File: config.mk
export PLATFORM = sky130hd
export DESIGN_NAME = sdm_decim_ctrl
export DESIGN_NICKNAME = d
export VERILOG_FILES = /design/src/rtl/sdm_decim_pkg.sv /design/src/rtl/sdm_ce_divider.sv /design/src/rtl/sdm_decim_ctrl.sv
export SDC_FILE = /design/constraint.sdc
export NUM_CORES = 1
export LEC_CHECK = 0
export ABC_AREA = 1
export BUFFER_PORTS_ARGS = -buffer_cell sky130_fd_sc_hd__buf_2
export CAP_MARGIN = 25
export CELL_PAD_IN_SITES_DETAIL_PLACEMENT = 0
export CELL_PAD_IN_SITES_GLOBAL_PLACEMENT = 1
export CORE_MARGIN = 1
export CORE_UTILIZATION = 38
export DETAILED_ROUTE_END_ITERATION = 8
export MAX_ROUTING_LAYER = met4
export PLACE_DENSITY_LB_ADDON = 0.12
export SLEW_MARGIN = 20
export SYNTH_ARGS = -nofsm -noshare
export SYNTH_HDL_FRONTEND = slang
export SYNTH_HIERARCHICAL = 1
export SYNTH_SLANG_ARGS = --single-unit
File: constraint.sdc
create_clock -name clk -period 1.85 [get_ports clk]
set_input_delay 0 -clock clk [delete_from_list [all_inputs] [get_ports clk]]
set_output_delay 0 -clock clk [all_outputs]
set_load 0.005 [all_outputs]
File: src/rtl/sdm_decim_pkg.sv
// Shared types and constants for the SDM decimation sequencer.
package sdm_decim_pkg;

    typedef enum logic [1:0] {
        IDLE   = 2'd0,
        FLUSH  = 2'd1,
        SETTLE = 2'd2,
        RUN    = 2'd3
    } state_t;

    localparam int FLUSH_CYC   = 2;
    localparam int FLUSH_CNT_W = 2;
    localparam logic [FLUSH_CNT_W-1:0] FLUSH_LAST = FLUSH_CNT_W'(FLUSH_CYC - 1);

endpackage

File: src/rtl/sdm_ce_divider.sv
// Programmable-period strobe generator: chain_ce pulses once every div+1 cycles while run=1.
module sdm_ce_divider #(
    parameter int DIV_W = 16
) (
    input  logic             clk,
    input  logic             rst,
    input  logic             load,
    input  logic [DIV_W-1:0] div_cfg,
    input  logic             run,
    output logic             chain_ce
);

    logic [DIV_W-1:0] div_q;
    logic [DIV_W-1:0] cnt_q;

    // Period is captured only at start so live register writes cannot disturb a run.
    always_ff @(posedge clk) begin
        if (rst) begin
            div_q <= '0;
            cnt_q <= '0;
        end else begin
            if (load)
                div_q <= div_cfg;
            if (!run || cnt_q == div_q)
                cnt_q <= '0;
            else
                cnt_q <= cnt_q + DIV_W'(1);
        end
    end

    assign chain_ce = run && (cnt_q == div_q);

endmodule

File: src/rtl/sdm_decim_ctrl.sv
// Sequencer for the SDM averaging decimation chain: flush, settle-discard, stream out.
// Optional SDM_DECIM_STATS_EN adds saturating transfer/drop counters.
module sdm_decim_ctrl
    import sdm_decim_pkg::*;
#(
    parameter int DIV_W    = 16,
    parameter int SETTLE_W = 8,
    parameter int DATA_W   = 16
) (
    input  logic                     clk,
    input  logic                     rst,
    input  logic                     enable,
    input  logic [DIV_W-1:0]         div_cfg,
    input  logic [SETTLE_W-1:0]      settle_cfg,
    output logic                     chain_rst,
    output logic                     chain_ce,
    input  logic                     chain_valid,
    input  logic signed [DATA_W-1:0] chain_data,
    output logic                     m_valid,
    input  logic                     m_ready,
    output logic signed [DATA_W-1:0] m_data,
    output logic                     busy,
    output logic                     overrun,
    input  logic                     clr_overrun
`ifdef SDM_DECIM_STATS_EN
    ,
    output logic [31:0]              sample_cnt,
    output logic [15:0]              drop_cnt
`endif
);

    state_t                     state_q, state_d;
    logic [FLUSH_CNT_W-1:0]     flush_q;
    logic [SETTLE_W-1:0]        settle_lat_q;
    logic [SETTLE_W-1:0]        settle_q;
    logic signed [DATA_W-1:0]   data_p0;
    logic                       vld_p0;
    logic                       overrun_q;

    logic start, div_run, accept, flush_done, settle_done, xfer, drop;

    assign flush_done  = (flush_q == FLUSH_LAST);
    assign settle_done = chain_valid && ((settle_q + SETTLE_W'(1)) == settle_lat_q);
    assign xfer        = vld_p0 && m_ready;
    assign drop        = accept && vld_p0 && !m_ready;

    always_ff @(posedge clk) begin
        if (rst)
            state_q <= IDLE;
        else
            state_q <= state_d;
    end

    always_comb begin
        state_d = state_q;
        case (state_q)
            IDLE:    if (enable) state_d = FLUSH;
            FLUSH:   if (!enable) state_d = IDLE;
                     else if (flush_done) state_d = (settle_lat_q == '0) ? RUN : SETTLE;
            SETTLE:  if (!enable) state_d = IDLE;
                     else if (settle_done) state_d = RUN;
            RUN:     if (!enable) state_d = IDLE;
            default: state_d = IDLE;
        endcase
    end

    always_comb begin
        chain_rst = 1'b0;
        busy      = 1'b0;
        div_run   = 1'b0;
        start     = 1'b0;
        accept    = 1'b0;
        case (state_q)
            IDLE:   start = enable;
            FLUSH:  begin chain_rst = 1'b1; busy = 1'b1; end
            SETTLE: begin busy = 1'b1; div_run = 1'b1; end
            RUN:    begin busy = 1'b1; div_run = 1'b1; accept = chain_valid; end
            default: ;
        endcase
    end

    always_ff @(posedge clk) begin
        if (rst) begin
            flush_q      <= '0;
            settle_q     <= '0;
            settle_lat_q <= '0;
        end else begin
            if (start)
                settle_lat_q <= settle_cfg;
            flush_q <= (state_q == FLUSH) ? flush_q + FLUSH_CNT_W'(1) : '0;
            if (state_q != SETTLE)
                settle_q <= '0;
            else if (chain_valid)
                settle_q <= settle_q + SETTLE_W'(1);
        end
    end

    sdm_ce_divider #(.DIV_W(DIV_W)) u_div (
        .clk      (clk),
        .rst      (rst),
        .load     (start),
        .div_cfg  (div_cfg),
        .run      (div_run),
        .chain_ce (chain_ce)
    );

    // Output stage: a held sample is never overwritten; a same-cycle transfer frees the slot.
    always_ff @(posedge clk) begin
        if (rst) begin
            data_p0   <= '0;
            vld_p0    <= 1'b0;
            overrun_q <= 1'b0;
        end else begin
            if (accept && (!vld_p0 || m_ready)) begin
                data_p0 <= chain_data;
                vld_p0  <= 1'b1;
            end else if (xfer) begin
                vld_p0  <= 1'b0;
            end
            if (drop)
                overrun_q <= 1'b1;
            else if (clr_overrun)
                overrun_q <= 1'b0;
        end
    end

    assign m_valid = vld_p0;
    assign m_data  = data_p0;
    assign overrun = overrun_q;

`ifdef SDM_DECIM_STATS_EN
    function automatic logic [31:0] sat_inc32(input logic [31:0] v);
        return (&v) ? v : v + 32'd1;
    endfunction

    function automatic logic [15:0] sat_inc16(input logic [15:0] v);
        return (&v) ? v : v + 16'd1;
    endfunction

    logic [31:0] sample_cnt_q;
    logic [15:0] drop_cnt_q;

    always_ff @(posedge clk) begin
        if (rst || start) begin
            sample_cnt_q <= '0;
            drop_cnt_q   <= '0;
        end else begin
            if (xfer)
                sample_cnt_q <= sat_inc32(sample_cnt_q);
            if (drop)
                drop_cnt_q <= sat_inc16(drop_cnt_q);
        end
    end

    assign sample_cnt = sample_cnt_q;
    assign drop_cnt   = drop_cnt_q;
`endif

endmodule

==> flow_summary.toml <==
[outcome]
status = "completed"

[routing]
first_pass_iters = 4
wire_per_inst_microns = 11.38
vias = 3337
via_per_inst = 4.635
drc = 0
wl_mm = 8.193
ant_nets = 0
drt-initial-drc-count = 100

[cts]
post_cts_buffers = 0
htree_levels = 3
cts_buffer_depth = 2
cts.clk_slew.worst_paths_ps = 80
cts-root-buf = "clkbuf_8"
clock-sinks = 70
cts_buffers = 9
tritoncts = "built"
clk_latency_ps = 340

[sta]
whs_ps = 37.39
finalMaxSlewViolations = 0
relSlewSlack_pct = 52.37
max_clock_freq_mhz = 608.2
post-route-period-util_pct = 88.87
clock_skew_ps = 9.336
setup_tns_ps = 0
hold_violations = 0
finalSetupViolCount = 0
tightestPinTransition_ps = 713.6
setup_ws_ps = 205.8
rsz0062_at_grt = "false"
post-route-min-period_ps = 1644

[yosys]
syn_area_sq_um = 3348
synth_area_leaders = "dfxtp_1 (42%), nand2_1 (13%), nor2_1 (12%)"
synth_cell_type_count = 30
synth.most_common_cell = "nand2_1"
synth_common_cells = "nand2_1 (118), nor2_1 (107), dfxtp_1 (70)"
syn_area_per_cell_sq_um = 6.683
synth_top_area_share_pct = 41.85
yosysTopAreaCell = "dfxtp_1"
ys_seq_area_share_pct = 41.85
synth-async-reset-ratio_pct = 0
netlist_instances = 501
synth-edff-count = 0
syn-num-nets = 550
yosysWarnings = 6
synthFlopType = "dfxtp_1"
ys_seq_elements = 70

[critical_path]
critPathRequiredTime_ps = 2060
start_kind = "register"
path_max_fanout = 15
path_cells = "nor2_1 -> inv_1 -> nor2_1 -> inv_1 -> o21ai_0 -> a21oi_1"
path_class = "register to register"
slowest_stage = "dfxtp_1"
slowest_delay_ps = 360
endpoint_kind = "register"
worstPathArrival_ps = 1850

[cells_and_area]
fin_util_pct = 53.25
diodes = 0
syn_to_final_growth_pct = 33.30
final_nets = 659
fin_cells = 720
drive_gt1_share_pct = 16.10
design_area_sq_um = 4463

[grt]
antenna_found_initial = 0
grt_use_total_pct = 20.23
grt_max_degree = 31
grt_pass1_vias = 3274
grt_pass1_wl_mm = 13.94
grt_overflow = 0

[power_and_ir_drop]
ir_drop_v = 0.0005059
power.total_mw = 4.224
leakagePower_nw = 2.050
power-per-cell-area_nw_per_um2 = 946.3

[placed_design]
placed_cell_area_sq_um = 3770
place_congestion = 0.8465
port_buffers = 66
dp_slack_ps = 216.2
post-dp-hpwl_mm = 5.734
placed_cells = 663

[die]
fp.dieH_microns = 95.87
num_rows = 33
core_sq_um = 8382
dieWidth_microns = 95.87
start_util_pct = 39.95
io-pin-count = 67
die_area_sq_um = 9190

[min_path]
min_path_type = "input port to register"

[run]
max_cap_violations = 0
area by class of cell:
class,count,area [sq um]
inverters,71,266.5
fillers,851,3919
multi-input cells,347,1610
repair buffers,111,770.7
well taps,105,131.4
clock buffers,11,151.4
flip-flops and latches,70,1404
clock inverters,5,128.9
cell families after synthesis:
| kind of cell | share of synthesized area, % |
|---|---|
| DFF | 41.85 |
| buffers and inverters | 10.05 |
| adders and majority gates | 1.121 |
| AOI/OAI and AO/OA | 11.55 |
| xor gates and xnor gates | 2.616 |
| and+or+nand+nor | 32.81 |
power by group:
group	total (mW)	switching, mW	internal [mW]
clock network	1.71	0.596	1.11
logic	0.781	0.455	0.325
registers	1.74	0.0901	1.65
metal layers:
layer / vias to the layer above / track usage (%) / part of all wire, %
met4: 0 / 6.343 / 1.0
li1: 1778 / - / -
met5: - / - / 0
met3: 6 / 4.502 / 4.5
met2: 83 / 33.69 / 46
met1: 1470 / 24.30 / 48
cell usage in the layout, fill, tap and decap left out:
master         netlist  final
o211ai_1             2      2
nor4_1               1      1
nand2_4              1      1
a21oi_1             15     15
nor3_1               1      1
nor2_2               2      2
o21ai_0             31     31
nor2_1             107    107
clkinv_4             0      1
buf_4                0      4
xnor2_1              1      1
o21ai_1              1      1
a21oi_2              1      1
nand4_1              2      2
nand2_1            118    118
nor2_4               4      4
a22oi_1              1      1
inv_2                2      2
a211oi_1            14     14
dfxtp_1             70     68
o21a_1               1      1
nand3_1             28     28
o31ai_1              1      1
nand2_2              1      1
dfxtp_2              0      2
bufinv_16            0      4
dlygate4sd3_1        0     41
inv_1               69     69
ha_1                 3      3
xor2_1               9      9
nand3b_1             2      2
buf_2                2     66
clkbuf_8             0     11
path summary, 6_finish.rpt:
check	end	slack, ps	cells past startpoint	startpoint
setup / recovery	settle_lat_q[2]	210	6	state_q[1]
hold / removal	settle_q[3]	40	2	chain_valid
setup reg to reg	settle_lat_q[2]	210	6	state_q[1]
hold reg to reg	flush_q[0]	420	1	flush_q[0]
registers in the layout, summed over array words and instances (netlist names):
signal and cells:
settle_lat_q 8, state_q 2, u_div/cnt_q 16, flush_q 2
settle_q 8, u_div/div_q 16, m_valid 1, m_data 16
overrun 1
critical path, delay by kind of cell, from the launching register on:
| family | cells | cell delay, ps |
|---|---|---|
| and+or+nand+nor | 2 | 430 |
| DFF | 1 | 360 |
| buffers and inverters | 2 | 360 |
| AOI/OAI and AO/OA | 2 | 360 |
what timing repair did:
action,in CTS,in global routing
hold buffers,41,0
endpoints found under the hold margin,41,0
resized for setup,0,2
endpoints found under the setup margin,0,3
Note: power is estimated with default switching activity, not from simulation.
